`src/rtl/cpu_pkg.sv`:
```
// Shared core constants used by the fetch front end, controller and datapath.
package cpu_pkg;

    localparam int unsigned XLEN = 32;

    localparam logic [XLEN-1:0] RESET_PC  = 32'h1000_0000;
    localparam logic [XLEN-1:0] NOP_INSTR = 32'h0000_0033;

endpackage

```
`src/rtl/fetch_fifo.sv`:
```
// Synchronous FIFO for fetched {pc, instr} pairs; clr overrides push/pop.
module fetch_fifo #(
    parameter int unsigned DEPTH = 4,
    parameter int unsigned WIDTH = 64,
    localparam int unsigned AW = $clog2(DEPTH),
    localparam int unsigned CW = AW + 1
) (
    input  logic             clk,
    input  logic             n_rst,
    input  logic             push,
    input  logic [WIDTH-1:0] wdata,
    input  logic             pop,
    input  logic             clr,
    output logic [WIDTH-1:0] head,
    output logic [CW-1:0]    count
);

    logic [WIDTH-1:0] mem_q [DEPTH];
    logic [AW-1:0]    wptr_q, wptr_d;
    logic [AW-1:0]    rptr_q, rptr_d;
    logic [CW-1:0]    count_q, count_d;

    always_comb begin
        wptr_d  = wptr_q;
        rptr_d  = rptr_q;
        count_d = count_q;
        if (clr) begin
            wptr_d  = '0;
            rptr_d  = '0;
            count_d = '0;
        end else begin
            if (push) wptr_d = wptr_q + AW'(1);
            if (pop)  rptr_d = rptr_q + AW'(1);
            case ({push, pop})
                2'b10:   count_d = count_q + CW'(1);
                2'b01:   count_d = count_q - CW'(1);
                default: count_d = count_q;
            endcase
        end
    end

    always_ff @(posedge clk or negedge n_rst) begin
        if (!n_rst) begin
            wptr_q  <= '0;
            rptr_q  <= '0;
            count_q <= '0;
        end else begin
            wptr_q  <= wptr_d;
            rptr_q  <= rptr_d;
            count_q <= count_d;
        end
    end

    // Storage needs no reset; only entries below count are ever observed.
    always_ff @(posedge clk) begin
        if (push && !clr) mem_q[wptr_q] <= wdata;
    end

    assign head  = mem_q[rptr_q];
    assign count = count_q;

endmodule

```
`src/rtl/rv32i_fetch_buffer.sv`:
```
// Instruction fetch front end: credit-limited word fetches into a {pc, instr} queue
// presented to Decode under a stall/valid handshake, flushed by redirects.
module rv32i_fetch_buffer #(
    parameter int unsigned      DEPTH     = 4,
    parameter int unsigned      XLEN      = cpu_pkg::XLEN,
    parameter logic [XLEN-1:0]  RESET_PC  = cpu_pkg::RESET_PC,
    parameter logic [XLEN-1:0]  NOP_INSTR = cpu_pkg::NOP_INSTR,
    localparam int unsigned     CW        = $clog2(DEPTH) + 1
) (
    input  logic            clk,
    input  logic            n_rst,
    output logic            imem_req,
    output logic [XLEN-1:0] imem_addr,
    input  logic [XLEN-1:0] imem_rdata,
    input  logic            redirect,
    input  logic [XLEN-1:0] redirect_pc,
    input  logic            stall_d,
    output logic            valid_d,
    output logic [XLEN-1:0] instr_d,
    output logic [XLEN-1:0] pc_d,
    output logic [CW-1:0]   count
);

    localparam int unsigned UW = CW + 1;

    logic [XLEN-1:0]   fpc_q, fpc_d;
    logic              infl_q, infl_d;
    logic [XLEN-1:0]   addr_q, addr_d;
    logic              discard_q, discard_d;

    logic              push, pop;
    logic [2*XLEN-1:0] head;
    logic [UW-1:0]     used;

    // Entries held plus the one in flight must stay below DEPTH before a new fetch.
    assign used      = {1'b0, count} + UW'(infl_q);
    assign imem_req  = n_rst && !redirect && (used < UW'(DEPTH));
    assign imem_addr = fpc_q;

    assign push = infl_q && !discard_q && !redirect;
    assign pop  = valid_d && !stall_d && !redirect;

    always_comb begin
        fpc_d     = fpc_q;
        infl_d    = 1'b0;
        addr_d    = addr_q;
        discard_d = redirect;
        if (redirect) begin
            fpc_d = redirect_pc & ~XLEN'(3);
        end else if (imem_req) begin
            fpc_d  = fpc_q + XLEN'(4);
            infl_d = 1'b1;
            addr_d = fpc_q;
        end
    end

    always_ff @(posedge clk or negedge n_rst) begin
        if (!n_rst) begin
            fpc_q     <= RESET_PC;
            infl_q    <= 1'b0;
            addr_q    <= '0;
            discard_q <= 1'b0;
        end else begin
            fpc_q     <= fpc_d;
            infl_q    <= infl_d;
            addr_q    <= addr_d;
            discard_q <= discard_d;
        end
    end

    fetch_fifo #(
        .DEPTH (DEPTH),
        .WIDTH (2 * XLEN)
    ) u_fifo (
        .clk   (clk),
        .n_rst (n_rst),
        .push  (push),
        .wdata ({addr_q, imem_rdata}),
        .pop   (pop),
        .clr   (redirect),
        .head  (head),
        .count (count)
    );

    assign valid_d = (count != '0);
    assign pc_d    = valid_d ? head[2*XLEN-1:XLEN] : '0;
    assign instr_d = valid_d ? head[XLEN-1:0] : NOP_INSTR;

endmodule

```
`config.mk`:
```
export PLATFORM = sky130hd
export DESIGN_NAME = rv32i_fetch_buffer
export DESIGN_NICKNAME = d
export VERILOG_FILES = /design/src/rtl/cpu_pkg.sv /design/src/rtl/fetch_fifo.sv /design/src/rtl/rv32i_fetch_buffer.sv
export SDC_FILE = /design/constraint.sdc
export NUM_CORES = 1
export LEC_CHECK = 0
export ABC_AREA = 1
export CAP_MARGIN = 20
export CORE_MARGIN = 8
export CORE_UTILIZATION = 40
export CTS_BUF_LIST = sky130_fd_sc_hd__clkbuf_16
export CTS_CLUSTER_SIZE = 25
export DETAILED_ROUTE_END_ITERATION = 10
export HOLD_SLACK_MARGIN = 0.06
export PLACE_DENSITY = 0.72
export SLEW_MARGIN = 0
export SYNTH_ARGS = -nofsm -noshare
export SYNTH_HDL_FRONTEND = slang
export SYNTH_SLANG_ARGS = --single-unit
```
`constraint.sdc`:
```
create_clock -name clk -period 3.6 [get_ports clk]
set_input_delay 0.72 -clock clk [delete_from_list [all_inputs] [get_ports clk]]
set_output_delay 0.72 -clock clk [all_outputs]
set_load 0.05 [all_outputs]
```
# ---- Word-level counts from Yosys, hierarchy flattened
# Memories as Yosys holds them, arrays and structs flattened.
# Index checks and enable logic that the tools add are counted.
dict set report totals {
  input_bits 68
  memories 1
  ram_bits 256
  out_inout_bits 101
  register_bits 73
  elab_cells 48
}
# name depth word_bits read_ports rd_clocked_by_memory_dff wr line
set mem_list {}
lappend mem_list {u_fifo.mem_q 4 64 1 0 1 fetch_fifo.sv:18} ;# logic [WIDTH-1:0] mem_q [DEPTH];
dict set report classes {
  n_reduce_logical 16
  n_addsub 6
  order_cmp 1
  bitwise 1
  eq_ne 2
  n_mux 14
}
# cell n
set ops {}
lappend ops {{two-way mux 32 bit} 4}
lappend ops {{adder 32 x 3 -> 32 bit, second input constant} 1}
lappend ops {{two-way mux 2 bit} 4}
lappend ops {{logical AND 1 bit} 7}
lappend ops {{one-hot mux 3 bit (2 select lines)} 1}
lappend ops {{nonzero test 2 bit} 3}
lappend ops {{nonzero test 3 bit} 2}
lappend ops {{adder 2 x 1 -> 2 bit, second input constant} 2}
lappend ops {{adder 3 x 1 -> 4 bit} 1}
lappend ops {{< comparator 4 x 3 -> 1 bit, second input constant} 1}
lappend ops {{two-way mux 1 bit} 4}
lappend ops {{adder 3 x 1 -> 3 bit, second input constant} 1}
lappend ops {{logical NOT 1 bit} 3}
lappend ops {{two-way mux 3 bit} 1}
lappend ops {{subtractor 3 x 1 -> 3 bit, second input constant} 1}
lappend ops {{== test 2 x 1 -> 1 bit, second input constant} 1}
lappend ops {{== test 2 bit, second input constant} 1}
lappend ops {{AND reduction 2 bit} 1}
lappend ops {{NOT 1 bit} 1}

# ---- Longest topological paths before layout
dict set report logic_depth {
  depth_word 6
  mapped_depth 9
  depth_no_buf 9
}

# ---- By module
# A second synthesis with hierarchy kept.
dict set report hier_totals {
  hier_cells 1337
  area_unflattened_um2 14047.2
}
# mod n_inst cells_per_inst area_each_um2 seq_area_each_um2
set modules_own_cells {}
lappend modules_own_cells {fetch_fifo 1 679 9920.8 7862.5}
lappend modules_own_cells {rv32i_fetch_buffer 1 658 4126.5 1552.7}

# ---- Worst setup path after synthesis
# No wires, ideal clock.
dict set report synth_path {
  kind {input-to-reg}
  from {input redirect}
  to {memory u_fifo.mem_q[0][0] (enable)}
  cell_stages 4
  n_path_buf 1
  path_slack_ns -0.540
  t_arrival_ns 3.658
  required_ns 3.118
  setup_ns 0.482
  path_cell_list {buf_6 -> inv_2 -> nand2_1 -> nor2_1}
}
dict set report synth_via {
  elab_chain_cells 5
}
# element line
set synth_lines {}
lappend synth_lines {{start, declared} rv32i_fetch_buffer.sv:15} ;# input logic redirect,
lappend synth_lines {{logical NOT 1 bit (*)} {fetch_fifo.sv:56, rv32i_fetch_buffer.sv:40}}
lappend synth_lines {{logical AND 1 bit} rv32i_fetch_buffer.sv:40} ;# assign push = infl_q && !discard_q && !redirect;
lappend synth_lines {{logical AND 1 bit (*)} fetch_fifo.sv:56} ;# if (push && !clr) mem_q[wptr_q] <= wdata;
lappend synth_lines {{two-way mux 1 bit (*)} fetch_fifo.sv:56}
lappend synth_lines {{two-way mux 1 bit (not written as such) (*)} fetch_fifo.sv:56}
lappend synth_lines {{end, declared} fetch_fifo.sv:18}
# Mark *: on every way between the ends. The rest lies on a longest branch, timed or not.

# ---- Worst setup path in the final report
dict set report layout_path {
  from {register u_fifo.rptr_q[0]}
  to {output instr_d[0]}
}
dict set report layout_via {
  elab_chain_cells 2
}
# element line
set layout_lines {}
lappend layout_lines {{start, declared} fetch_fifo.sv:20} ;# logic [AW-1:0] rptr_q, rptr_d;
lappend layout_lines {{start signal, assigned} fetch_fifo.sv:49} ;# rptr_q <= rptr_d;
lappend layout_lines {{memory read (4 x 64 bit)} n/a}
lappend layout_lines {{two-way mux 32 bit} rv32i_fetch_buffer.sv:87} ;# assign instr_d = valid_d ? head[XLEN-1:0] : NOP_INSTR;
lappend layout_lines {{end, declared} rv32i_fetch_buffer.sv:19} ;# output logic [XLEN-1:0] instr_d,
# Every way passes these cells.

==> summary.md <==
| Metric | Value |
|---|---|
| Global-route wire length before repair | 50700 um |
| Cells after Synth | between 1000 and 1500 |
| Antenna violation net count after detailed routing | 0 |
| Layout net count | around 1500 |
| Cell accounting for the most synthesized area | edfxtp_1 |
| Final Wtd Congestion | 0.863 |
| CP max FO | 52 |
| Total GRT Usage | 0.163 |
| Post-Synth Adder-Cell Area | 0.00616 |
| Sw Pwr | 2.26 mW |
| Root Driver | clkbuf_16 |
| Synth Cell Area | 13400 um2 |
| Count leader, synth | nor2_1 |
| Post-synthesis sequential area ratio | 0.685 |
| Initial Utilization | 0.403 |
| Type of the worst setup path | flip-flop to output pin |
| Ys async rst share | 0.218 |
| Grt met1 use | 0.216 |
| Clock share of power | 0.386 |
| Largest net degree at the start of global routing | between 60 and 70 |
| Worst-path cell chain | inv_4, buf_12, nor2_1, o311ai_0, buf_4 |
| Data arrival, critical path | between 2 and 3 ns |
| WP buf/inv | 3 |
| MaxCap Viol Count | 0 |
| Setup TNS | 0 ns |
| Hold_buf cts | 0 |
| CTS max path bufs | 3 |
| Post-layout min period | about 3.4 ns |
| Sequential cell area | 9180 um2 |
| Netlist cell types | 40 |
| Clk_skew | about 0.012 ns |
| Post-synth EDFFs | between 200 and 250 |
| Relative slew slack | 0.436 |
| Seq pwr share | 0.491 |
| Row cnt | 67 |
| Crit-path slowest cell | dfrtp_4 |
| Setup violators final | 0 |
| Postcts setup bufs | 0 |
| Proportion of synthesized area in mux cells | 0 |
| PortBufs | ~160 |
| Synth Area in Compound Gates | 0.0979 |
| Yosys warning total | 0 |
| Hold Vio Cnt, Final | 0 |
| Fillers | between 2000 and 3000 |
| Synth Area in XOR/XNOR | 0.00523 |
| Initial antenna violation count | 0 |
| LEAKAGE | roughly 6.2 nW |
| Critical path's largest stage delay | between 0.6 and 0.7 ns |
| Cell Int Power | between 6 and 7 mW |
| Grt ovf | 0 |
| DIE AREA | roughly 40000 um2 |
| Clk_lat worst skew | roughly 0.5 ns |
| Fin crit share | 0.939 |
| Total CTS buffers | 34 |
| Top FF cell, synth | edfxtp_1 |
| Design Area, Final | 16500 um2 |
| Core area | 33300 um2 |
| Layout cell share with drive strength beyond 1 | 0.125 |
| Unrepaired setup endpoints after global routing | false |
| Die span in x | 199 um |
| Residual DRC count | 0 |
| Yosys top cell area share | 0.556 |
| Main combinational cell family by area after synthesis | simple AND/OR/NAND/NOR gates |
| Top delay family on crit path | buffers and inverters |
| Drt pass-1 iters | 5 |
| Vias in the first global route | roughly 9300 |
| Crit. End Element | output pin |
| M3 GR Usage | 0.0338 |
| Pwr dens | approximately 530 nW/um2 |
| Comb pwr share | 0.123 |
| #FFs+latches synth | approximately 320 |
| Number of vias per cell | approximately 5.0 |
| Vias | 9353 |
| Slew of the pin with the lowest slew margin | between 0.8 and 0.9 ns |
| Outcome | completed |
| Multi-input logic area | about 3700 um2 |
| DR WL/cell | ~17 um |
| First DRT Iteration DRCs | a little over 600 |
| Commonest cells in the netlist | nor2_1, edfxtp_1, o21ai_0 |
| Worst-path clk slew | approximately 0.060 ns |
| Number of H-tree levels | 2 |
| # IOs | between 150 and 200 |
| Post-layout power | ~8.7 mW |
| Peak Freq | about 300 MHz |
| Startpoint Class | flip-flop |
| Diodes inserted | 0 |
| Die height | 199 um |
| Clk sinks | 317 |
| VDD IR max | approximately 0.26 mV |
| GR Layer Usage met2 | 0.271 |
| Synth area leaders | edfxtp_1, dfrtp_1, nor2_1 |
| DRT Wirelength | roughly 32000 um |
| GRT busiest layer | met2 |
| HP Class | input pin to async pin |
| Sw Share | 0.259 |
| Synth Area in Simple Gates | 0.162 |
| Area Growth Syn to Fin | 23.0% |
| Max-slew violation count | 0 |
| Average size of a mapped cell | about 11 um2 |
| Final HPWL DP | slightly above 20000 um |
| Dpl cell area | about 15000 um2 |
| CTS tree | done |
| Worst endpoint required time | 2.88 ns |
[cells by family (layout without fill, tap and decap cells)]
group	Yosys count	count (layout)
AND/OR/NAND/NOR	517	517
flip-flops	317	317
AO/OA/AOI/OAI	249	249
buffers and inverters	131	311
XOR/XNOR	8	8
adder cells (fa/ha/maj)	6	6
other	1	4
[cells in the final DEF (no fill, tap or decap), types with 5 or more instances in the layout]
cell type / Yosys / layout
a21oi_1: 61 / 61
buf_12: 0 / 5
buf_4: 12 / 82
clkbuf_16: 0 / 39
clkdlybuf4s50_1: 0 / 98
dfrtp_1: 68 / 66
edfxtp_1: 248 / 248
ha_1: 5 / 5
inv_1: 59 / 65
inv_2: 5 / 6
nand2_1: 152 / 152
nand3_1: 41 / 41
nand4_1: 5 / 5
nor2_1: 289 / 285
nor2_4: 11 / 15
o211ai_1: 9 / 9
o21ai_0: 159 / 159
o21ai_1: 6 / 6
xor2_1: 5 / 5
[flip-flops by register name, summed over array words and instances (netlist names)]
| signal | cells |
|---|---|
| discard_q | 1 |
| u_fifo.rptr_q | 2 |
| u_fifo.mem_q | 248 |
| infl_q | 1 |
| imem_addr | 30 |
| u_fifo.count | 3 |
| u_fifo.wptr_q | 2 |
| addr_q | 30 |
[area by class of cell]
type                       instances  area share
multi-input combinational        784       0.223
tap                              448      0.0340
timing repair buffer             186       0.103
inverter                          65      0.0150
clock inverter                    21     0.00820
sequential                       317       0.557
clock buffer                      39      0.0592
[timing repair]
action	in CTS	in global routing
gates resized for setup	0	1
hold endpoints to repair	0	0
setup endpoints to repair	0	5
[stage by stage]
step	setup WS, ns	hold slack, ns	util	cells
after CTS	0.0151	0.0989	0.495	1860
after detailed placement	0.551	0.502	0.462	1800
after floorplan	-0.540	0.424	-	1232
final	0.221	0.103	0.495	1860
after global placement	0.617	0.492	0.462	1800
after global routing	0.0180	0.105	0.495	1860
[power groups by stage]
stage	combinational [mW]	sequential [mW]	clock, mW
CTS	1.09	4.28	3.44
global route	1.17	4.31	3.58
global placement	1.07	4.35	0
finish	1.08	4.29	3.37
detailed placement	1.08	4.35	0
floorplan	0.556	4.44	0
[routing by layer]
| layer | part of all wire | vias to the layer above |
|---|---|---|
| met5 | 0 | - |
| met4 | 0.021 | 0 |
| met3 | 0.068 | 44 |
| met2 | 0.47 | 291 |
| met1 | 0.44 | 4508 |
| li1 | - | 4510 |
[worst paths after layout]
check,endpoint,startpoint,slack (ns),depth (start not counted)
min reg2reg,u_fifo.mem_q[0][54],addr_q[22],0.51,0
max,instr_d[0],u_fifo.rptr_q[0],0.22,5
min in group clk,u_fifo.mem_q[0][54],addr_q[22],0.51,0
min,addr_q[26],n_rst,0.10,1
max in group asynchronous,u_fifo.rptr_q[0],n_rst,2.36,2
max reg2reg,imem_addr[13],u_fifo.count[2],1.58,6
(Power assumes the default switching activity.)
